`config.mk`:
```
export PLATFORM = sky130hd
export DESIGN_NAME = counter_job_sched
export DESIGN_NICKNAME = d
export VERILOG_FILES = /design/src/rtl/counter_job_sched.sv
export SDC_FILE = /design/constraint.sdc
export NUM_CORES = 1
export LEC_CHECK = 0
export CORE_ASPECT_RATIO = 1.4
export CORE_MARGIN = 2
export CORE_UTILIZATION = 49
export DETAILED_ROUTE_END_ITERATION = 7
export GPL_ROUTABILITY_DRIVEN = 0
export PLACE_DENSITY = 0.85
export SLEW_MARGIN = 20
export SYNTH_ARGS = -nofsm -noshare
export SYNTH_HDL_FRONTEND = slang
export SYNTH_SLANG_ARGS = --single-unit
export TNS_END_PERCENT = 10
```
`constraint.sdc`:
```
create_clock -name clk -period 7.4 [get_ports clk]
set_input_delay 1.48 -clock clk [delete_from_list [all_inputs] [get_ports clk]]
set_output_delay 1.48 -clock clk [all_outputs]
set_load 0.01 [all_outputs]
```
`src/rtl/counter_job_sched.sv`:
```
// counter_job_sched: round-robin scheduler for two requesters sharing one
// up/down counter. Each job loads a start value, counts a number of steps
// in a chosen direction, and reports the final count with a self-check flag.
module counter_job_sched #(
    parameter int WIDTH = 4
) (
    input  logic             clk,
    input  logic             reset_n,
    input  logic             req0_valid,
    output logic             req0_ready,
    input  logic [WIDTH-1:0] req0_start,
    input  logic [WIDTH-1:0] req0_steps,
    input  logic             req0_dir,
    input  logic             req1_valid,
    output logic             req1_ready,
    input  logic [WIDTH-1:0] req1_start,
    input  logic [WIDTH-1:0] req1_steps,
    input  logic             req1_dir,
    output logic             done_valid,
    input  logic             done_ready,
    output logic             done_id,
    output logic [WIDTH-1:0] done_value,
    output logic             done_err,
    output logic             busy,
    output logic             cnt_en,
    output logic             cnt_load,
    output logic             cnt_mode,
    output logic [WIDTH-1:0] cnt_din,
    input  logic [WIDTH-1:0] cnt_q
);

    localparam logic [1:0] S_IDLE = 2'd0;
    localparam logic [1:0] S_LOAD = 2'd1;
    localparam logic [1:0] S_RUN  = 2'd2;
    localparam logic [1:0] S_DONE = 2'd3;

    logic [1:0]       state_q, state_d;
    logic             ptr_q, ptr_d;       // last granted requester
    logic             id_q, id_d;
    logic             dir_q, dir_d;
    logic [WIDTH-1:0] start_q, start_d;
    logic [WIDTH-1:0] rem_q, rem_d;       // count edges still to go
    logic [WIDTH-1:0] exp_q, exp_d;       // value the counter should end on

    logic             grant0, grant1, accept;
    logic [WIDTH-1:0] sel_start, sel_steps;
    logic             sel_dir;

    // Round-robin grant: the requester that did not win last time has priority.
    always_comb begin
        grant0 = (state_q == S_IDLE) && req0_valid && (!req1_valid || ptr_q);
        grant1 = (state_q == S_IDLE) && req1_valid && (!req0_valid || !ptr_q);
        accept = grant0 || grant1;
        sel_start = grant1 ? req1_start : req0_start;
        sel_steps = grant1 ? req1_steps : req0_steps;
        sel_dir   = grant1 ? req1_dir   : req0_dir;
    end

    assign req0_ready = grant0;
    assign req1_ready = grant1;

    // Next-state and capture logic for the job FSM.
    always_comb begin
        state_d = state_q;
        ptr_d   = ptr_q;
        id_d    = id_q;
        dir_d   = dir_q;
        start_d = start_q;
        rem_d   = rem_q;
        exp_d   = exp_q;
        case (state_q)
            S_IDLE: begin
                if (accept) begin
                    ptr_d   = grant1;
                    id_d    = grant1;
                    dir_d   = sel_dir;
                    start_d = sel_start;
                    rem_d   = sel_steps;
                    // Wraps modulo 2^WIDTH exactly like the counter does.
                    exp_d   = sel_dir ? (sel_start - sel_steps) : (sel_start + sel_steps);
                    state_d = S_LOAD;
                end
            end
            S_LOAD: begin
                state_d = (rem_q != '0) ? S_RUN : S_DONE;
            end
            S_RUN: begin
                rem_d = rem_q - WIDTH'(1);
                if (rem_q == WIDTH'(1)) begin
                    state_d = S_DONE;
                end
            end
            S_DONE: begin
                if (done_ready) begin
                    state_d = S_IDLE;
                end
            end
            default: state_d = S_IDLE;
        endcase
    end

    // State and captured job registers; reset drops any job in flight.
    always_ff @(posedge clk or negedge reset_n) begin
        if (!reset_n) begin
            state_q <= S_IDLE;
            ptr_q   <= 1'b1;
            id_q    <= 1'b0;
            dir_q   <= 1'b0;
            start_q <= '0;
            rem_q   <= '0;
            exp_q   <= '0;
        end else begin
            state_q <= state_d;
            ptr_q   <= ptr_d;
            id_q    <= id_d;
            dir_q   <= dir_d;
            start_q <= start_d;
            rem_q   <= rem_d;
            exp_q   <= exp_d;
        end
    end

    // Counter controls and result outputs decoded from state.
    always_comb begin
        busy       = (state_q != S_IDLE);
        cnt_load   = (state_q == S_LOAD);
        cnt_en     = (state_q == S_LOAD) || (state_q == S_RUN);
        cnt_mode   = cnt_en && dir_q;
        cnt_din    = cnt_load ? start_q : '0;
        done_valid = (state_q == S_DONE);
        done_id    = id_q;
        done_value = done_valid ? cnt_q : '0;
        done_err   = done_valid && (cnt_q != exp_q);
    end

endmodule
```
Yosys cells after proc, flatten, opt, wreduce, memory -nomap -nowiden
Cells that the tools add are included.
Widths: inputs -> output; s select.
{"block": "classes", "n_eq_ne": 8, "mux": 13, "reduce_logical": 20, "add_sub_neg": 3}
{"operator": "$mux 4", "count": 6}
{"operator": "$pmux 2 s4", "count": 1}
{"operator": "$pmux 4 s2", "count": 1}
{"operator": "$logic_and 1x1->1", "count": 6}
{"operator": "$mux 2", "count": 3}
{"operator": "$add 4x4->4", "count": 1}
{"operator": "$eq 2x2->1 const B", "count": 2}
{"operator": "$eq 4x1->1 const B", "count": 1}
{"operator": "$logic_or 1x1->1", "count": 4}
{"operator": "$ne 2x2->1 const B", "count": 2}
{"operator": "$ne 4x4->1", "count": 1}
{"operator": "$reduce_and 2->1", "count": 2}
{"operator": "$reduce_bool 2->1", "count": 2}
{"operator": "$reduce_bool 4->1", "count": 1}
{"operator": "$sub 4x1->4 const B", "count": 1}
{"operator": "$sub 4x4->4", "count": 1}
{"operator": "$logic_not 1->1", "count": 3}
{"operator": "$reduce_and 3->1", "count": 1}
{"operator": "$eq 2x1->1 const B", "count": 1}
{"operator": "$logic_not 2->1", "count": 1}
{"operator": "$mux 1", "count": 2}
{"operator": "$ne 2x1->1 const B", "count": 1}
{"block": "totals", "reg_bits": 17, "elab_cells": 51}

Longest topological paths before layout
{"block": "depth", "word_depth": 6, "depth_mapped": 12}

Least setup slack after synthesis
No wires, ideal clock.
{"block": "synth_timing", "path_type": "input to output", "startpoint": "input cnt_q[2]", "endpoint": "output done_err", "path_buffers": 0, "arrival_ps": 2070, "path_stages": 2, "path_slack_ps": 3850, "cell_sequence": "xor2_1 > o41a_1"}
{"block": "synth_between", "elab_chain_len": 2}
{"element": "start, declared", "line": "29", "rtl": "input logic [WIDTH-1:0] cnt_q"}
{"element": "$ne 4x4->1", "line": "133", "rtl": "done_err = done_valid && (cnt_q != exp_q);"}
{"element": "$logic_and 1x1->1", "line": "133"}
{"element": "end, declared", "line": "23", "rtl": "output logic done_err,"}
No other way between the ends.

Worst setup path after layout
{"block": "layout_timing", "startpoint": "input req1_valid", "endpoint": "output req1_ready"}
{"block": "layout_between", "elab_chain_len": 2}
{"element": "start, declared", "line": "14", "rtl": "input logic req1_valid,"}
{"element": "$logic_and 1x1->1 (2 in series)", "line": "52", "rtl": "grant1 = (state_q == S_IDLE) && req1_valid && (!req0_valid || !ptr_q);"}
{"element": "end, declared", "line": "15", "rtl": "output logic req1_ready,"}
No other way between the ends.

==> flow_summary.ini <==
[run_status]
status = completed

[finish]
area_growth_syn_to_layout_pct = 34.23
antenna_cells = 0
nets = 225
stdcell_count = 222
layout-drive-gt1-share = 0.08602

[synth]
yosysUniqueCellTypes = 38
netlist_area_um2 = 1349
synth_seq_cells = 17
ys_seq_area_frac = 0.3163
syn_inst = 144
ys_warn_count = 0
avgSynthCellArea_um2 = 9.367
syn-num-nets = 182

[floorplanning]
die_x_um = 48.34
die_h_um = 66.08
start_util = 0.5158
rows = 22
fp.coreArea_um2 = 2615
die_area_um2 = 3194
io-pin-count = 44

[routing]
drt_wl_total_um = 2961
remaining_drc_errors = 0
drt-met1-wl_um = 1147
wl_met3_um = 143
firstDrtPassIters = 5
wl_per_cell_um = 13.34
ant_nets = 0
via_per_inst = 5.351
wl_met2_um = 1612
first_iter_violations = 22
num_vias = 1188
highest_layer = met4

[timing]
final_hold_viol_count = 0
timing.setup.tns_ns = 0
fmax_ghz = 0.2184
period_share = 0.6187
finalSetupViolCount = 0
rsz0062_at_grt = false
slew_viol_final = 0
worst-slew-pin-transition_ns = 0.7534
period_needed_ns = 4.578
max-slew-margin-rel = 0.4962
clock_skew_ns = 0.006629

[global_routing]
antenna_found_initial = 0
grtUsageTotal = 0.1940
grt_max_degree = 20
first_global_vias = 1174
grt_overflow = 0
grt_pass1_wl_um = 4823

[setup_path]
startpoint = req1_valid
crit_type = input port to primary output
r2r_start = state_q[0]$_DFFE_PN0P_
path_max_fanout = 16
cp_slowest_cell = clkdlybuf4s50_1
path_cells = clkdlybuf4s50_1 -> nand3_4 -> inv_1 -> clkdlybuf4s50_1
cp-start-kind = input port
crit_arrival_ns = 3.10
max_stage_delay_ns = 0.64
crit_required_ns = 5.92
critPathMostFrequentCell = clkdlybuf4s50_1
cp-end-kind = primary output

[clock_network]
h-tree-depth = 1
post_cts_buffers = 0
cts_buffers = 3
root_buffer = clkbuf_4
cts_buffer_depth = 2
cts_hold_buf = 0
cts_tree = done
clk_latency_ns = 0.30
clk_pin_slew_worst_paths_ns = 0.10
cts-resized-gates = 0
cts.sinks = 17

[power]
internal-power_w = 0.0003543
power_frac_comb = 0.621
leakage_nw = 0.8557
switching_share = 0.4131
p_seq_frac = 0.294
irDropWorstVdd_mv = 0.2467
p_per_area_nw_per_um2 = 333.4
p_clk_frac = 0.084
p_sw_w = 0.0002494

[placement]
dp_cells = 218
hpwlAfterDp_um = 2465
numPortBuffers = 43

[run]
drv_cap = 0

[min_path]
hp-class = flop to flop
hold_start = start_q[0]$_DFFE_PN0P_
==> cells in the final DEF, fill, tap and decap left out, types with 2 or more instances in the layout <==
master           Yosys  final
mux2i_1             10     10
nand3_1              2      2
nor2b_1              2      2
clkdlybuf4s50_1      0     43
xor2_1               8      8
clkbuf_4             0      3
a222oi_1             2      2
xnor2_1              2      2
nor2_1               7      7
o21ai_2              2      2
a21oi_1              5      5
dfrtp_1             16     16
mux2_2               4      4
o21ai_0             13     13
nand2_1             11     11
ha_1                10     10
nor3_1               4      4
inv_1               13     13
and2_1               9      9
==> metal layers <==
metal,vias up,GRT usage
met5,-,0
met4,0,0.09643
met3,5,0.02489
met2,42,0.3872
met1,557,0.1960
li1,584,-
==> critical path, delay by kind of cell <==
family | cells | cell delay [ns]
buffers and inverters | 3 | 1.33
AND/OR/NAND/NOR | 1 | 0.29
==> kinds of logic (layout without fill, tap and decap cells) <==
family	count (synthesis)	count (layout)	synth area share
multiplexers	14	14	0.1076
flip-flops	17	17	0.3163
adder cells (fa/ha/maj)	11	11	0.1076
AND/OR/NAND/NOR	40	40	0.1614
AO/OA/AOI/OAI	32	32	0.1540
XOR/XNOR	11	11	0.08164
buffers and inverters	19	61	0.07143
==> synthesized netlist by cell type <==
master,n,share of area
a222oi_1,2,0.015
nor2b_1,2,0.0093
inv_1,13,0.036
a32o_1,1,0.0074
nor2_1,7,0.019
inv_4,1,0.0046
a21oi_1,5,0.019
dfrtp_1,16,0.30
a31oi_1,1,0.0046
o211ai_1,1,0.0056
xor2_1,8,0.052
o22ai_1,1,0.0046
dfstp_2,1,0.019
mux2i_1,10,0.074
nor3_1,4,0.015
or3_4,1,0.0083
or3_1,1,0.0046
and2_1,9,0.042
nand2_2,1,0.0046
ha_1,10,0.093
clkbuf_1,2,0.0056
a221o_1,1,0.0074
o31ai_1,1,0.0056
nand2_1,11,0.031
nand3_4,1,0.013
mux2_2,4,0.033
fa_1,1,0.015
o21ai_1,1,0.0037
nand3_2,1,0.0074
a21o_1,1,0.0056
o21ai_0,13,0.048
o21ai_2,2,0.013
xnor3_1,1,0.017
a311oi_1,1,0.0065
buf_6,3,0.025
nand3_1,2,0.0074
xnor2_1,2,0.013
o41a_1,1,0.0083
==> per-stage QoR <==
| step | power [W] | area (µm²) | util | hold slack, ns | setup WS, ns |
|---|---|---|---|---|---|
| floorplan | 0.0004228 | 1349 | - | 0.4424 | 3.850 |
| global placement | 0.0005377 | 1783 | 0.6818 | 0.4534 | 2.906 |
| detailed placement | 0.0005572 | 1783 | 0.6818 | 0.4672 | 2.841 |
| CTS | 0.0006082 | 1810 | 0.6923 | 0.4886 | 2.835 |
| global route | 0.0006555 | 1810 | 0.6923 | 0.5196 | 2.766 |
| finish | 0.0006037 | 1810 | 0.6923 | 0.4895 | 2.822 |
==> area by class of cell <==
class | count | area [µm²]
clock inverters | 1 | 5.005
inverters | 14 | 55.05
flip-flops and latches | 17 | 426.7
clock buffers | 3 | 22.52
multi-input cells | 108 | 825.8
well taps | 36 | 45.04
repair buffers | 43 | 430.4
fillers | 217 | 804.5
==> final timing paths <==
path	slack, ns	end	depth (start not counted)
min in group asynchronous	1.61	rem_q[3]$_DFFE_PN0P_	1
min reg2reg	0.49	start_q[0]$_DFFE_PN0P_	2
max	2.82	req1_ready	4
min	0.49	start_q[0]$_DFFE_PN0P_	2
max reg2reg	4.46	exp_q[3]$_DFFE_PN0P_	10
max in group asynchronous	5.31	exp_q[1]$_DFFE_PN0P_	1
==> state kept, by name (all words and copies together) (netlist names) <==
register,count
dir_q,1
done_id,1
exp_q,4
ptr_q,1
rem_q,4
start_q,4
state_q,2
==> power by group through the flow <==
| stage | clock, W | combinational [W] | sequential [W] |
|---|---|---|---|
| detailed placement | 0 | 0.000378 | 0.000179 |
| floorplan | 0 | 0.000251 | 0.000172 |
| global placement | 0 | 0.000362 | 0.000176 |
| CTS | 0.0000512 | 0.000380 | 0.000177 |
| finish | 0.0000510 | 0.000375 | 0.000178 |
| global route | 0.0000560 | 0.000415 | 0.000185 |
No activity file was read; power rests on OpenSTA's default activity.
